===== src/rtl/mux_pipe_stage.sv =====
// mux_pipe_stage: N-way WIDTH-bit registered selector with a valid/ready
// handshake. A main register drives the outputs, and a skid register holds one
// extra beat while downstream stalls. in_ready is registered, so out_ready has
// no combinational path to it. Selects of N or above are illegal. An illegal
// beat still travels through the stage carrying zero data, and it raises a
// sticky flag and bumps a saturating counter.
module mux_pipe_stage #(
  parameter int unsigned WIDTH = 32,
  parameter int unsigned N     = 4,
  parameter int unsigned SELW  = 2
) (
  input  logic                 clk,
  input  logic                 rst,
  input  logic                 in_valid,
  output logic                 in_ready,
  input  logic [SELW-1:0]      sel,
  input  logic [N*WIDTH-1:0]   data_in,
  output logic                 out_valid,
  input  logic                 out_ready,
  output logic [WIDTH-1:0]     data_out,
  output logic [SELW-1:0]      out_sel,
  input  logic                 clr_err,
  output logic                 sel_err,
  output logic [7:0]           err_cnt
);

  // Reject illegal parameter combinations at elaboration.
  if (N < 2 || N > 16 || SELW < 1 || (2 ** SELW) < N) begin : g_param_check
    $error("mux_pipe_stage: illegal parameters (need 2 <= N <= 16, 2**SELW >= N)");
  end

  // Occupancy of the two-entry buffer.
  localparam logic [1:0] ST_EMPTY = 2'd0;
  localparam logic [1:0] ST_ONE   = 2'd1;
  localparam logic [1:0] ST_TWO   = 2'd2;

  logic [1:0]       state_q, state_d;
  logic [WIDTH-1:0] main_data_q, main_data_d;
  logic [SELW-1:0]  main_sel_q, main_sel_d;
  logic [WIDTH-1:0] skid_data_q, skid_data_d;
  logic [SELW-1:0]  skid_sel_q, skid_sel_d;
  logic             in_ready_q, in_ready_d;
  logic             sel_err_q, sel_err_d;
  logic [7:0]       err_cnt_q, err_cnt_d;

  logic [WIDTH-1:0] pick_word;
  logic             pick_hit;
  logic             pick_illegal;
  logic             accept;
  logic             pop;

  assign out_valid    = (state_q == ST_ONE) || (state_q == ST_TWO);
  assign accept       = in_valid && in_ready_q;
  assign pop          = out_valid && out_ready;
  assign pick_illegal = !pick_hit;

  // Pick the addressed channel. An index with no matching channel yields zero.
  always_comb begin
    pick_word = '0;
    pick_hit  = 1'b0;
    for (int unsigned k = 0; k < N; k++) begin
      if (sel == SELW'(k)) begin
        pick_word = data_in[k*WIDTH +: WIDTH];
        pick_hit  = 1'b1;
      end
    end
  end

  // Buffer occupancy and entry movement. Only the chosen word is stored.
  always_comb begin
    state_d     = state_q;
    main_data_d = main_data_q;
    main_sel_d  = main_sel_q;
    skid_data_d = skid_data_q;
    skid_sel_d  = skid_sel_q;
    case (state_q)
      ST_EMPTY: begin
        if (accept) begin
          main_data_d = pick_word;
          main_sel_d  = sel;
          state_d     = ST_ONE;
        end
      end
      ST_ONE: begin
        if (accept && pop) begin
          main_data_d = pick_word;
          main_sel_d  = sel;
        end else if (accept) begin
          skid_data_d = pick_word;
          skid_sel_d  = sel;
          state_d     = ST_TWO;
        end else if (pop) begin
          state_d = ST_EMPTY;
        end
      end
      ST_TWO: begin
        if (pop) begin
          main_data_d = skid_data_q;
          main_sel_d  = skid_sel_q;
          state_d     = ST_ONE;
        end
      end
      default: state_d = ST_EMPTY;
    endcase
    in_ready_d = (state_d != ST_TWO);
  end

  // Error tracking. A clear applies first, so an illegal beat in the same
  // cycle leaves the flag set and the count at one.
  always_comb begin
    sel_err_d = sel_err_q;
    err_cnt_d = err_cnt_q;
    if (clr_err) begin
      sel_err_d = 1'b0;
      err_cnt_d = '0;
    end
    if (accept && pick_illegal) begin
      sel_err_d = 1'b1;
      if (err_cnt_d != 8'hFF) begin
        err_cnt_d = err_cnt_d + 8'd1;
      end
    end
  end

  // State registers with synchronous reset. Reset also clears the skid entry.
  always_ff @(posedge clk) begin
    if (rst) begin
      state_q     <= ST_EMPTY;
      main_data_q <= '0;
      main_sel_q  <= '0;
      skid_data_q <= '0;
      skid_sel_q  <= '0;
      in_ready_q  <= 1'b1;
      sel_err_q   <= 1'b0;
      err_cnt_q   <= '0;
    end else begin
      state_q     <= state_d;
      main_data_q <= main_data_d;
      main_sel_q  <= main_sel_d;
      skid_data_q <= skid_data_d;
      skid_sel_q  <= skid_sel_d;
      in_ready_q  <= in_ready_d;
      sel_err_q   <= sel_err_d;
      err_cnt_q   <= err_cnt_d;
    end
  end

  assign in_ready = in_ready_q;
  assign data_out = main_data_q;
  assign out_sel  = main_sel_q;
  assign sel_err  = sel_err_q;
  assign err_cnt  = err_cnt_q;

endmodule


===== config.mk =====
export PLATFORM = sky130hd
export DESIGN_NAME = mux_pipe_stage
export DESIGN_NICKNAME = d
export VERILOG_FILES = /design/src/rtl/mux_pipe_stage.sv
export SDC_FILE = /design/constraint.sdc
export NUM_CORES = 1
export LEC_CHECK = 0
export CAP_MARGIN = 30
export CORE_ASPECT_RATIO = 0.5
export CORE_MARGIN = 1.5
export CORE_UTILIZATION = 43
export CTS_CLUSTER_SIZE = 16
export DETAILED_ROUTE_END_ITERATION = 10
export PLACE_DENSITY = 0.79
export SYNTH_ARGS = -nofsm -noshare
export SYNTH_HDL_FRONTEND = slang
export SYNTH_SLANG_ARGS = --single-unit

===== constraint.sdc =====
create_clock -name clk -period 2.6 [get_ports clk]
set_input_delay 0.52 -clock clk [delete_from_list [all_inputs] [get_ports clk]]
set_output_delay 0.52 -clock clk [all_outputs]
set_load 0.02 [all_outputs]

[Word-level counts from Yosys, hierarchy flattened]
Cells that the tools add are included.
Operators by class
  muxes and demuxes: 27
  eq/ne operators: 10
  reduce and logical (&&, ||, !) cells: 12
  bitwise operators: 1
  add/sub/neg operators: 1
Operators with widths (count)
  $mux 32: 7
  $pmux 32 s3: 1
  $mux 8: 3
  $mux 2: 8
  $pmux 2 s3: 2
  $add 8x1->8 const B: 1
  $ne 8x8->1 const B: 1
  $eq 2x2->1 const B: 3
  $mux 1: 6
  $ne 2x2->1 const B: 3
  $eq 2x1->1 const B: 2
  $logic_and 1x1->1: 4
  $logic_not 2->1: 2
  $reduce_and 4->1: 1
  $reduce_and 3->1: 1
  $reduce_bool 3->1: 1
  $ne 2x1->1 const B: 1
  $reduce_bool 2->1: 1
  $logic_not 1->1: 1
  $logic_or 1x1->1: 1
  $not 1->1: 1
Storage, ports and cells
  flip-flop bits (word level): 80
  output and inout port bits: 45
  logic and storage cells: 59
  bits of input ports: 135

[Logic depth before layout (Yosys ltp)]
  word-level depth: 8
  depth in mapped cells: 8
  mapped depth without buffers: 6

[Least setup slack after synthesis]
OpenSTA, ideal clock, no wires.
  path kind: register -> register
  start: register state_q[0]
  end: register main_data_q[15] (netlist: data_out[15])
  stages on the path, launching flop included: 8
  arrival time: 1963 ps
  required time: 2519 ps
  path slack: 555 ps
  path through: dfxtp_1 -> inv_1 -> ha_1 -> inv_1 -> a2111oi_4 -> buf_6 -> nor2_1 -> a211oi_2
Between the ends
  word-level cells in the longest chain between the ends: 6
RTL lines
  from (decl): line 37  | logic [1:0] state_q, state_d;
  from (signal assigned): line 137  | state_q <= state_d;
  $eq 2x1->1 / $eq 2x2->1 (equally long branches): line 52  | assign out_valid = (state_q == ST_ONE) || (state_q == ST_TWO);
  $logic_or 1x1->1 *: line 52
  net out_valid: line 18  | output logic out_valid,
  $logic_and 1x1->1 *: line 54  | assign pop = out_valid && out_ready;
  $logic_and 1x1->1: line 85  | if (accept && pop) begin
  $ne 2x1->1 (no source line)
  $reduce_and 4->1 (no source line) *
  to (signal assigned): line 138  | main_data_q <= main_data_d;
  to (decl): line 38  | logic [WIDTH-1:0] main_data_q, main_data_d;
The timed path passes the listed nets; every way through them passes the cells marked *.
A chain may end at the register's enable or synchronous reset.

[Final worst setup path]
  start: register state_q[0]
  end: output out_valid
Between the ends
  word-level cells in the longest chain between the ends: 2
RTL lines (line)
  $eq 2x1->1 / $eq 2x2->1 (equally long branches): 52
  $logic_or 1x1->1 *: 52
  to (decl): 18
Mark *: on every way between the ends. The rest lies on a longest branch, timed or not.

==> results by stage <==
Run status:
- The run finished with clean final reports.

Logic synthesis:
- Of the post-synthesis cell area, the dominant cell type holds 0.384.
- The prevailing post-synth register cell is dfxtp_1.
- The number of synthesized flops with an enable pin is 0.
- The cell type contributing the most total cell area after synthesis is dfxtp_1.
- Of the synthesized area, sequential elements account for 0.384.
- The synthesis-stage register bit count is 80.
- The count of yosys warnings during synthesis is 0.
- The post-synth net total is 566.
- A synthesized cell averages between 9 and 10 µm².
- By area the synthesized netlist is led by dfxtp_1 (38%), mux4_2 (17%), a211oi_2 (8.4%), nand2_1 (6.4%), nand3b_1 (5.8%).
- The count of unique library cells instantiated by Yosys is 30.
- After synthesis, the share of flip-flops with an asynchronous set or reset is 0.
- After synthesis the cells add up to 0.00417 mm².
- The cell count after synthesis is 427.

STA:
- In this run the tightest slew margin relative to its limit is 0.576.
- For the final database, setup skew stands at 0.00814 ns.
- The total negative slack is 0 ns.
- The post-route clock period utilization is 0.899.
- Setup repair after global routing left no endpoint under its margin.
- Static timing analysis puts the maximum clock frequency at 428 MHz.
- The hold violation count in the final report is 0.
- The total count of max-transition violations in the final report is 0.
- The count of endpoints failing setup in the final report is 0.
- At the pin with the least slew margin, the transition time is 0.636 ns.
- After layout, the minimum clock period comes to 2.34 ns.

Final layout:
- After the last flow step, the layout net total stands at ~730.
- The top cell types in the final layout, fill and taps aside, are clkdlybuf4s50_1 (176), dfxtp_1 (80), nand2_1 (71).
- The final cell count without fillers is around 730.
- The fraction of layout cells with a size suffix above 1 is 0.152.
- Relative to the synthesized area, the layout overhead comes to 52.8%.
- The library cell used most frequently in the layout, excluding fill and tap cells, is clkdlybuf4s50_1.
- The filler cells instantiated in the layout total 751.
- The repair_antennas step left the layout with diodes totalling 0.

Route:
- The first-pass detailed-route iteration total is 4.
- The post-detailed-route wirelength per cell is around 16 µm.
- The first routing iteration left 253 violations.
- Once detail routing completed, the nets flagged for antenna violations numbered 0.
- The total via count in the routed design is about 3800.
- For this run, design rule violations remaining after detail routing come to 0.
- The aggregate routed wire length is 11500 µm.
- In the routed layout, each cell is associated on average with a via count of 5.27.

Worst setup path:
- The classification of the worst setup path is flop to output pin.
- The launch point of the worst reg-to-reg path is state_q[1].
- The start point of the critical path is state_q[0].
- Of all nets on the critical path, the largest fanout is 4.
- STA classifies the critical path endpoint as an output pin.
- The setup slack of the worst register-to-register path is 0.48 ns.
- STA classifies the critical path startpoint as a flop.
- For the worst setup path, the data required time is about 2.1 ns.
- At the worst endpoint, the arrival time is 1.82 ns.

Die:
- The number of ports placed on the die boundary is 180.
- The die height is approximately 73 µm.
- The die is 142 µm wide.
- The initial utilization of the core area, before any placement, comes to 0.442.
- The floorplan step defined a core boundary enclosing 0.00945 mm².
- The die covers between 0.01 and 0.015 mm².
- The row count is 25.

Power:
- The power spent charging and discharging nets is 1270 µW.
- The clock network fraction of design power is 0.312.
- Of the total power, combinational logic draws 0.339.
- Internal power comes to 2920 µW.
- The register share of total power is 0.349.
- Of the total power, the share spent switching nets is 0.302.
- Summed over all cells, the static leakage comes to 0.00218 µW.
- Power spread over the standard cell area amounts to 657 mW/mm².
- Across the VDD grid, the largest voltage drop is 0.000404 V.

Clock network:
- In this run, post-CTS hold repair placed 0 buffers.
- Clock tree synthesis inserted a total of 9 buffers.
- The clock tree synthesis step divided the H-tree into 3 levels.
- The buffer levels on the longest clock path is 2.
- TritonCTS built the clock tree.
- Post-CTS repair changed the size of 0 cells.
- Clock-pin slew was measured on the worst setup and hold paths at 0.06 ns.
- The later pin in the worst-skew pair is clocked with a latency of about 0.34 ns.
- Post-CTS timing repair inserted 0 buffers for setup.
- The clock sink count is 80.
- The root buffer cell is clkbuf_16.

Global route:
- The overall overflow remaining after global route is 0.
- The via count of the first global-routing pass is 3759.
- Entering global routing, the biggest net connects 72 pins.
- Across every metal layer, demand over resource in global routing totals 0.229.
- The first global-routing pass estimated 18500 µm of wire.
- The initial antenna violation count was 0.

Run:
- Across the run, the number of max-cap violations was 0.

Hold path:
- The type of the tightest min-delay check is flop to flop.
- The startpoint of the lowest-slack hold path is skid_data_q[16].

Placement:
- In this run, placement finished with an instance count of between 700 and 800.
- Port buffering added 179 buffers.
- The routability congestion estimate from global placement is around 0.8.
- The wire-length estimate of the detail-placed layout is 7950 µm.
==> Yosys cell counts, types with 2 or more instances <==
cell type,count
nand2_1,71
ha_1,4
buf_6,4
dfxtp_1,80
nor3_1,2
nand3_1,2
a21boi_0,2
a21oi_1,34
a211oi_1,6
clkbuf_1,29
mux4_2,32
nand3b_1,32
a211oi_2,28
and2_1,10
o21ai_0,32
nor2_1,36
buf_2,7
inv_1,3
mux2i_1,2
==> metal layers <==
layer | part of all wire | track usage | up-vias
li1 | - | - | 1866
met1 | 0.43 | 0.289 | 1835
met2 | 0.51 | 0.399 | 114
met3 | 0.047 | 0.0479 | 12
met4 | 0.014 | 0.0756 | 0
met5 | 0 | 0 | -
==> stage by stage <==
step	power (µW)	hold WS [ns]	util	cell area (µm²)	setup slack, ns
2_1_floorplan	2300	0.431	-	4170	0.555
4_1_cts	4220	0.449	0.675	6380	0.248
3_5_place_dp	2910	0.441	0.643	6070	0.331
3_3_place_gp	2880	0.436	0.643	6070	0.367
6_report	4190	0.449	0.675	6380	0.262
5_1_grt	4380	0.463	0.675	6380	0.180
==> power groups by stage <==
stage / clock network, µW / logic, µW / registers [µW]
global placement: 0 / 1400 / 1480
global route: 1370 / 1520 / 1480
CTS: 1330 / 1430 / 1460
finish: 1310 / 1420 / 1460
floorplan: 0 / 682 / 1620
detailed placement: 0 / 1420 / 1490
==> flip-flops by register name, indices dropped and copies added, names as in the netlist <==
name         cells
sel_err          1
skid_sel_q       2
state_q          2
data_out        32
skid_data_q     32
in_ready         1
err_cnt          8
out_sel          2
==> logic make-up (layout without fill, tap and decap cells) <==
| group | count (synthesis) | count (layout) | share of synthesized area |
|---|---|---|---|
| xor+xnor | 1 | 1 | 0.00210 |
| simple gates | 154 | 154 | 0.175 |
| buf+inv | 44 | 208 | 0.0498 |
| mux | 34 | 34 | 0.178 |
| fa+ha+maj | 5 | 5 | 0.0144 |
| compound gates | 109 | 109 | 0.197 |
| flops | 80 | 80 | 0.384 |
==> final timing paths <==
path	end	cells after the start
worst max-delay path	out_valid	3
worst min-delay path	skid_data_q[16]	2
worst max register to register	data_out[9]	7
worst min register to register	skid_data_q[16]	2
==> worst max-delay path, cell delays in order (launching register included) <==
cell             delay (ns)
dfxtp_1                0.39
inv_1                  0.11
ha_1                   0.36
clkdlybuf4s50_1        0.63
==> layout make-up <==
cell class	count	area [µm²]	share of cell area
well taps	135	169	0.0265
multi-input cells	303	2380	0.374
repair buffers	190	1910	0.299
inverters	3	11.3	0.00177
clock buffers	11	233	0.0365
flip-flops and latches	80	1600	0.251
clock inverters	4	70.1	0.0110
Power figures use the tool's default switching activity.
